[src/rtl/uart_rx_fifo.sv]
// uart_rx_fifo
//   Receive buffer that sits directly behind RxControl. Each byte RxControl
//   flags as ready is captured once, together with its frame, parity and
//   overrun flags. The byte is acknowledged with an active-low read strobe.
//   The host reads the bytes from a show-ahead FIFO.
//
// Ports
//   clk_in, reset_in      clock, asynchronous active-high reset
//   rx_*_in               byte, error flags and ready flag from RxControl
//   rx_n_rd_out           read strobe to RxControl (low = byte taken)
//   rd_en_in              host pop strobe
//   data_out, *_err_out   head entry (valid while empty_out = 0)
//   empty_out, full_out   occupancy status
//   count_out             number of entries held, 0 .. 2**DEPTH_LOG2
//   overflow_out          sticky: set when a byte is dropped on a full FIFO
//   clr_ovf_in            clears overflow_out
//
// Optional build macro UART_RX_FIFO_THRESH_EN
//   Adds thresh_in and level_irq_out. level_irq_out is a registered flag that
//   is high while count_out >= thresh_in, provided thresh_in is not 0.
module uart_rx_fifo #(
   parameter int DEPTH_LOG2 = 4
) (
   input  logic                  clk_in,
   input  logic                  reset_in,
   input  logic [7:0]            rx_data_in,
   input  logic                  rx_frame_err_in,
   input  logic                  rx_parity_err_in,
   input  logic                  rx_overrun_err_in,
   input  logic                  rx_rdy_in,
   output logic                  rx_n_rd_out,
   input  logic                  rd_en_in,
`ifdef UART_RX_FIFO_THRESH_EN
   input  logic [DEPTH_LOG2:0]   thresh_in,
   output logic                  level_irq_out,
`endif
   output logic [7:0]            data_out,
   output logic                  frame_err_out,
   output logic                  parity_err_out,
   output logic                  overrun_err_out,
   output logic                  empty_out,
   output logic                  full_out,
   output logic [DEPTH_LOG2:0]   count_out,
   output logic                  overflow_out,
   input  logic                  clr_ovf_in
);

   localparam int                 DEPTH     = 1 << DEPTH_LOG2;
   localparam logic [DEPTH_LOG2:0] CNT_ONE   = 1;
   localparam logic [DEPTH_LOG2:0] CNT_FULL  = (DEPTH_LOG2 + 1)'(DEPTH);
   localparam logic [DEPTH_LOG2-1:0] PTR_ONE = 1;

   typedef enum logic [1:0] {IDLE, CAPTURE, ACK, RELEASE} state_t;

   state_t                  state_q, state_d;
   logic                    n_rd_q, n_rd_d;
   logic [DEPTH_LOG2-1:0]   wr_ptr_q, rd_ptr_q;
   logic [DEPTH_LOG2:0]     count_q, count_d;
   logic                    empty_q, full_q, overflow_q;
   logic [10:0]             head_q;
   logic [10:0]             mem [DEPTH];

   logic                    capture;
   logic                    push;
   logic                    pop;
   logic [10:0]             wdata;

   assign wdata   = {rx_overrun_err_in, rx_parity_err_in, rx_frame_err_in, rx_data_in};
   assign capture = (state_q == CAPTURE);
   assign pop     = rd_en_in && !empty_q;
   // A full FIFO still takes the byte if the host frees a slot on the same edge.
   assign push    = capture && (!full_q || pop);

   // Capture FSM: next state and registered read strobe
   always_comb begin
      state_d = state_q;
      case (state_q)
         IDLE:    if (rx_rdy_in) state_d = CAPTURE;
         CAPTURE: state_d = ACK;
         ACK:     if (!rx_rdy_in) state_d = RELEASE;
         RELEASE: state_d = IDLE;
         default: state_d = IDLE;
      endcase
      // Strobe is low exactly while the FSM sits in ACK.
      n_rd_d = (state_d != ACK);
   end

   always_ff @(posedge clk_in or posedge reset_in) begin
      if (reset_in) begin
         state_q <= IDLE;
         n_rd_q  <= 1'b1;
      end else begin
         state_q <= state_d;
         n_rd_q  <= n_rd_d;
      end
   end

   // Occupancy next state
   always_comb begin
      count_d = count_q;
      if (push && !pop)
         count_d = count_q + CNT_ONE;
      else if (pop && !push)
         count_d = count_q - CNT_ONE;
   end

   // Storage array, no reset so it can map onto block RAM
   always_ff @(posedge clk_in) begin
      if (push)
         mem[wr_ptr_q] <= wdata;
   end

   always_ff @(posedge clk_in or posedge reset_in) begin
      if (reset_in) begin
         wr_ptr_q   <= '0;
         rd_ptr_q   <= '0;
         count_q    <= '0;
         empty_q    <= 1'b1;
         full_q     <= 1'b0;
         overflow_q <= 1'b0;
         head_q     <= '0;
      end else begin
         if (push) wr_ptr_q <= wr_ptr_q + PTR_ONE;
         if (pop)  rd_ptr_q <= rd_ptr_q + PTR_ONE;
         count_q <= count_d;
         empty_q <= (count_d == '0);
         full_q  <= (count_d == CNT_FULL);
         // A set from a refused push wins over a simultaneous clear.
         if (capture && !push)
            overflow_q <= 1'b1;
         else if (clr_ovf_in)
            overflow_q <= 1'b0;
         // Head register: bypass the incoming byte when it becomes the new
         // head (FIFO empty, or its only entry is popped on this edge).
         // Otherwise a pop loads the entry behind the current head.
         if (push && (empty_q || (pop && count_q == CNT_ONE)))
            head_q <= wdata;
         else if (pop)
            head_q <= mem[rd_ptr_q + PTR_ONE];
      end
   end

`ifdef UART_RX_FIFO_THRESH_EN
   logic level_irq_q;

   always_ff @(posedge clk_in or posedge reset_in) begin
      if (reset_in)
         level_irq_q <= 1'b0;
      else
         level_irq_q <= (thresh_in != '0) && (count_q >= thresh_in);
   end

   assign level_irq_out = level_irq_q;
`endif

   assign rx_n_rd_out     = n_rd_q;
   assign data_out        = head_q[7:0];
   assign frame_err_out   = head_q[8];
   assign parity_err_out  = head_q[9];
   assign overrun_err_out = head_q[10];
   assign empty_out       = empty_q;
   assign full_out        = full_q;
   assign count_out       = count_q;
   assign overflow_out    = overflow_q;

endmodule

[config.mk]
export PLATFORM = sky130hd
export DESIGN_NAME = uart_rx_fifo
export DESIGN_NICKNAME = d
export VERILOG_FILES = /design/src/rtl/uart_rx_fifo.sv
export SDC_FILE = /design/constraint.sdc
export NUM_CORES = 1
export LEC_CHECK = 0
export BUFFER_PORTS_ARGS = -buffer_cell sky130_fd_sc_hd__buf_2
export CAP_MARGIN = 20
export CORE_AREA = 2 2 239 147
export CTS_CLUSTER_DIAMETER = 200
export CTS_CLUSTER_SIZE = 12
export DETAILED_ROUTE_END_ITERATION = 6
export DIE_AREA = 0 0 241 149
export PLACE_DENSITY = 0.49
export SYNTH_ARGS = -nofsm -noshare
export SYNTH_HDL_FRONTEND = slang
export SYNTH_SLANG_ARGS = --single-unit
[constraint.sdc]
create_clock -name clk_in -period 1.9 [get_ports clk_in]
set_input_delay 0.38 -clock clk_in [delete_from_list [all_inputs] [get_ports clk_in]]
set_output_delay 0.38 -clock clk_in [all_outputs]
set_load 0.02 [all_outputs]
==> results of run 1 <==
-- report_power, final --
| group | internal, uW | total (uW) | leakage (uW) | switching [uW] |
|---|---|---|---|---|
| Sequential | 5490 | 5920 | 0.00194 | 431 |
| Clock | 2090 | 3770 | 0.000287 | 1680 |
| Combinational | 3240 | 6760 | 0.00139 | 3520 |
-- worst max-delay path by stage --
stage | end | slack [ps] | depth (start not counted)
final | full_out | 70 | 7
after global routing | full_out | -30 | 7
after CTS | head_q[7] | 4 | 5
after detailed placement | mem[7][10] | -80 | 8
after global placement | mem[3][1] | -80 | 7
after floorplan | mem[3][0] | 3 | 5
-- synthesized netlist by cell type (all sizes together) (9+ instances only) --
| cell | n | share of area |
|---|---|---|
| edfxtp | 176 | 0.63 |
| dfrtp | 28 | 0.084 |
| nand2 | 46 | 0.021 |
| a21oi | 13 | 0.0078 |
| mux4 | 44 | 0.12 |
| inv | 10 | 0.0045 |
| o22ai | 23 | 0.017 |
| ha | 11 | 0.017 |
| xnor2 | 9 | 0.0095 |
| buf | 19 | 0.012 |
| nand3 | 16 | 0.0096 |
| nor2 | 17 | 0.0077 |
| and2 | 13 | 0.0098 |
-- area by class of cell --
| cell class | instances | area [sq um] |
|---|---|---|
| fillers | 3344 | 23600 |
| flip-flops and latches | 206 | 6040 |
| multi-input cells | 229 | 2220 |
| repair buffers | 96 | 986 |
| well taps | 467 | 584 |
| clock buffers | 36 | 582 |
| inverters | 10 | 37.5 |
| clock inverters | 2 | 20.0 |
| diodes | 1 | 2.50 |
-- worst max-delay path: stages, from the launching register on --
cell	delay, ps
dfrtp_1	390
inv_2	80
ha_4	140
nor2b_4	150
mux2_4	300
mux2_4	270
a21o_1	190
nor4b_2	210
-- metrics by stage --
step	area (sq um)	setup TNS (ps)	instances	hold WS, ps
3_5_place_dp	9620	-8040	1001	502
6_report	10500	0	1047	61.0
4_1_cts	10300	0	1041	36.5
3_3_place_gp	9620	-6840	1001	497
5_1_grt	10500	-39.0	1046	75.2
2_1_floorplan	8330	0	471	469
-- kinds of logic after synthesis --
group,synth area share
buffers and inverters,0.0200
adder cells (fa/ha/maj),0.0165
flip-flops,0.725
multiplexers,0.123
AND/OR/NAND/NOR,0.0642
XOR/XNOR,0.0158
AO/OA/AOI/OAI,0.0350
-- flip-flops by register name, summed over array words and instances (netlist names), 2 cells and up --
name / flops
mem: 176
head_q: 11
count_out: 5
state_q: 2
rd_ptr_q: 4
wr_ptr_q: 4
-- per-layer routing --
metal  track usage  vias to the layer above  share of wire
li1              -                     2030              -
met1         0.184                     2426           0.51
met2         0.161                      145           0.41
met3        0.0315                       28          0.070
met4        0.0204                        0          0.014
met5             0                        -              0
-- repair_timing --
action | in CTS | in global routing
setup endpoints to repair | 179 | 176
pin swaps | 0 | 3
endpoints found under the hold margin | 28 | 0
cloned | 1 | 2
buffers inserted | 0 | 3
gates resized for setup | 13 | 24
hold buffers | 1 | 0
==> results.sh, run 1 <==
export IMPL_hp_class="input port to flip-flop"
export IMPL_final_cell_mix="edfxtp_1 (176), nand2_1 (45), mux4_2 (44)"
export IMPL_antenna_found_initial=0
export IMPL_critPathArrivalTime_ps=2240
export IMPL_portBuffers=35
export IMPL_via_count=4629
export IMPL_cp_required_ps=2310
export IMPL_ys_warn_count=0
export IMPL_cts_clk_slew_worst_paths_ps=60
export IMPL_ys_seq_area_frac=0.725
export IMPL_end_kind="flip-flop"
export IMPL_slew_headroom=0.685
export IMPL_rsz0062_at_grt="yes"
export IMPL_num_rows=53
export IMPL_drive_above_1_share=0.333
export IMPL_place_hpwl_mm=13.9
export IMPL_hold_viol=0
export IMPL_critPathKind="flip-flop to flip-flop"
export IMPL_whs_endpoint="overflow_out"
export IMPL_synth_edf_count=176
export IMPL_die_x_um=241
export IMPL_ff2ff_path_depth=7
export IMPL_setup_ws_ps=69.9
export IMPL_synthesis_area_sq_um=8330
export IMPL_worstHoldPathCells=2
export IMPL_max_freq_mhz=546
export IMPL_drt_iter0_markers=325
export IMPL_h_tree_depth=1
export IMPL_ir_worst_vdd_mv=0.954
export IMPL_io_pins=36
export IMPL_drt_first_pass_iters=5
export IMPL_clk_latency_ps=520
export IMPL_final_setup_viol_count=0
export IMPL_powerDensity_nw_per_um2=1570
export IMPL_grt_start_max_net_pins=31
export IMPL_crit_path_start="state_q[1]"
export IMPL_area_delta_synth_final_pct=25.8
export IMPL_worst_pin_slew_ps=473
export IMPL_r2r_start="state_q[1]"
export IMPL_fin_crit_ps=1830
export IMPL_cts_buffers=21
export IMPL_clock_root_buffer="clkbuf_16"
export IMPL_fin_nets=591
export IMPL_final_util=0.307
export IMPL_syn_inst=471
export IMPL_slew_violations=0
export IMPL_period_share=0.963
export IMPL_overflow=0
export IMPL_clk_path_buf_depth=3
export IMPL_cp_max_fo=4
export IMPL_die_h_um=149
export IMPL_final_common_cell="edfxtp_1"
export IMPL_dieArea_sq_um=35900
export IMPL_grt_first_pass_wirelength_mm=31.0
export IMPL_grt_pass1_vias=4817
export IMPL_reg2reg_to="full_out"
export IMPL_yosysUniqueCellTypes=40
export IMPL_cts_tree="built"
export IMPL_cts_sinks=206
export IMPL_power_uw=16500
export IMPL_skew_ps=15.8
export IMPL_synthFlopType="edfxtp_1"
export IMPL_min_from="clr_ovf_in"
export IMPL_remaining_drc_errors=0
export IMPL_detail_route_antenna_nets=0
export IMPL_wl_per_cell_um=19.9
export IMPL_place_gp_congestion=0.784
export IMPL_dp_slack_ps=-81.5
export IMPL_initial_core_util=0.244
export IMPL_status="finished, final reports clean"
export IMPL_syn_num_nets=498
export IMPL_avgSynthCellArea_sq_um=17.7
export IMPL_p_leak_uw=0.00361
export IMPL_drv_cap=0
export IMPL_synthArstFlopShare=0.146
export IMPL_startpoint_type="flip-flop"
export IMPL_avgViaCountPerCell=4.42
export IMPL_r2r_slack_ps=70
export IMPL_ys_ff_latch=206
export IMPL_track_usage=0.117
export IMPL_core_area_sq_um=34100
export IMPL_finalWirelength_mm=20.8
Power figures use the tool's default switching activity.
==> run 2: changes to the inputs <==
==> constraint.sdc (replaced) <==
create_clock -name clk_in -period 1.9 [get_ports clk_in]
set_input_delay 0.095 -clock clk_in [delete_from_list [all_inputs] [get_ports clk_in]]
set_output_delay 0.095 -clock clk_in [all_outputs]
set_load 0.02 [all_outputs]
==> run 2 against run 1 <==
Against the previous run: fmax shrank 3.5%; clock power is essentially flat; setup slack worse by 67 ps; first-iteration DRC count rose by 1.5%; utilization increased by 0.13 points; combinational power decreased by 2%; power fell by 0.79%; die area unchanged; critical path depth increased by 1; critical path type unchanged; critical endpoint unchanged.
==> results.sh, run 2 (synthesized netlist as in run 1, its figures left out) <==
export IMPL_status="finished, final reports clean"
export IMPL_final_cell_mix="edfxtp_1 (176), nand2_1 (45), mux4_2 (44)"
export IMPL_skew_ps=14.3
export IMPL_cts_buffers=21
export IMPL_clk_path_buf_depth=3
export IMPL_io_pins=36
export IMPL_clk_latency_ps=510
export IMPL_slew_violations=0
export IMPL_dieArea_sq_um=35900
export IMPL_hold_slack_ps=4.20
export IMPL_critPathKind="flip-flop to flip-flop"
export IMPL_hp_class="input port to flip-flop"
export IMPL_avgViaCountPerCell=4.38
export IMPL_place_gp_congestion=0.745
export IMPL_reg2reg_to="full_out"
export IMPL_ir_worst_vdd_mv=0.701
export IMPL_period_share=0.999
export IMPL_critPathArrivalTime_ps=2310
export IMPL_portBuffers=35
export IMPL_startpoint_type="flip-flop"
export IMPL_dp_slack_ps=-89.3
export IMPL_wl_met2_mm=8.67
export IMPL_num_rows=53
export IMPL_hold_viol=0
export IMPL_wl_met3_mm=1.18
export IMPL_cp_required_ps=2320
export IMPL_p_leak_uw=0.00363
export IMPL_fin_nets=596
export IMPL_top_register="mem"
export IMPL_met1Wirelength_mm=10.5
export IMPL_drt_iter0_markers=330
export IMPL_slew_headroom=0.690
export IMPL_wl_per_cell_um=19.7
export IMPL_drv_cap=0
export IMPL_drive_above_1_share=0.324
export IMPL_path_cells="inv_2 > ha_4 > buf_6 > nor2b_4 > mux2_4 > mux2_4 > a21o_1 > nor4b_2"
export IMPL_overflow=0
export IMPL_finalWirelength_mm=20.7
export IMPL_initial_core_util=0.244
export IMPL_grt_pass1_vias=4833
export IMPL_endpoint="full_out"
export IMPL_drt_first_pass_iters=4
export IMPL_cts_clk_slew_worst_paths_ps=70
export IMPL_core_area_sq_um=34100
export IMPL_r2r_start="state_q[1]"
export IMPL_design_area_sq_um=10500
export IMPL_setup_ws_ps=2.68
export IMPL_detail_route_antenna_nets=0
export IMPL_cp_slowest_stage_delay_ps=390
export IMPL_track_usage=0.117
export IMPL_die_h_um=149
export IMPL_area_delta_synth_final_pct=26.3
export IMPL_grt_start_max_net_pins=31
export IMPL_clock_root_buffer="clkbuf_16"
export IMPL_cp_max_fo=2
export IMPL_remaining_drc_errors=0
export IMPL_cts_sinks=206
export IMPL_max_freq_mhz=527
export IMPL_r2r_slack_ps=3
export IMPL_cts_tree="built"
export IMPL_rsz0062_at_grt="yes"
export IMPL_final_setup_viol_count=0
export IMPL_place_hpwl_mm=13.7
export IMPL_grt_first_pass_wirelength_mm=30.9
export IMPL_h_tree_depth=1
export IMPL_via_count=4610
export IMPL_largest_reg_flops=176
export IMPL_die_x_um=241
export IMPL_worstHoldPathCells=1
export IMPL_end_kind="flip-flop"
export IMPL_fin_crit_ps=1900
export IMPL_powerDensity_nw_per_um2=1550
export IMPL_worst_pin_slew_ps=465
export IMPL_critPathMostFrequentCell="mux2_4"
export IMPL_fillers=3343
export IMPL_place_area_sq_um=9650
export IMPL_crit_path_start="state_q[1]"
export IMPL_final_common_cell="edfxtp_1"
export IMPL_antenna_found_initial=0
export IMPL_cp_slowest_cell="dfrtp_1"
export IMPL_ff2ff_path_depth=8
export IMPL_top_layer="met4"
run 2: routing by layer:
layer | vias to the layer above | GRT usage
met3 | 32 | 0.0239
li1 | 2036 | -
met5 | - | 0
met4 | 0 | 0.0228
met1 | 2419 | 0.182
met2 | 123 | 0.167
run 2: where the power goes:
| part | leakage [uW] | internal (uW) | switching, uW |
|---|---|---|---|
| combinational | 0.00140 | 3170 | 3480 |
| sequential | 0.00194 | 5490 | 415 |
| clock | 0.000287 | 2090 | 1690 |
| total | 0.00363 | 10700 | 5580 |
run 2: repair_timing:
| item | CTS | global route |
|---|---|---|
| hold buffers | 7 | 0 |
| cloned | 0 | 3 |
| hold endpoints to repair | 74 | 0 |
| endpoints found under the setup margin | 178 | 140 |
| resized for setup | 9 | 20 |
| pin swaps | 2 | 2 |
| buffers inserted | 1 | 1 |
run 2: cell type report:
type                            instances  area [sq um]  share of cell area
Multi-Input combinational cell        229          2220               0.211
Tap cell                              467           584              0.0556
Sequential cell                       206          6040               0.574
Antenna cell                            1          2.50            0.000238
Timing Repair Buffer                  101          1030              0.0984
Clock buffer                           36           582              0.0553
Inverter                               10          37.5             0.00357
Clock inverter                          2          20.0             0.00190
run 2: metrics by stage:
stage	TNS (ps)	total power, uW	util	std cells
after CTS	-6.84	16300	0.304	1047
after floorplan	0	9860	-	471
after global placement	-2530	12300	0.283	1001
after detailed placement	-2920	12400	0.283	1001
final	0	16300	0.309	1052
after global routing	-115	17200	0.308	1051
run 2: worst min-delay path by stage:
stage,from,endpoint,slack [ps]
global route,rx_data_in[4],mem[0][4],10
floorplan,reset_in,count_out[1],180
detailed placement,reset_in,overflow_out,220
global placement,reset_in,overflow_out,210
finish,rx_data_in[3],mem[12][3],4
CTS,rx_data_in[4],mem[0][4],4
run 2: worst max-delay path: cells and delay by family, from the launching register on:
family | cells | cell delay [ps]
AOI/OAI and AO/OA | 1 | 190
and+or+nand+nor | 2 | 360
adders and majority gates | 1 | 130
muxes | 2 | 580
DFF | 1 | 390
buffers and inverters | 2 | 170
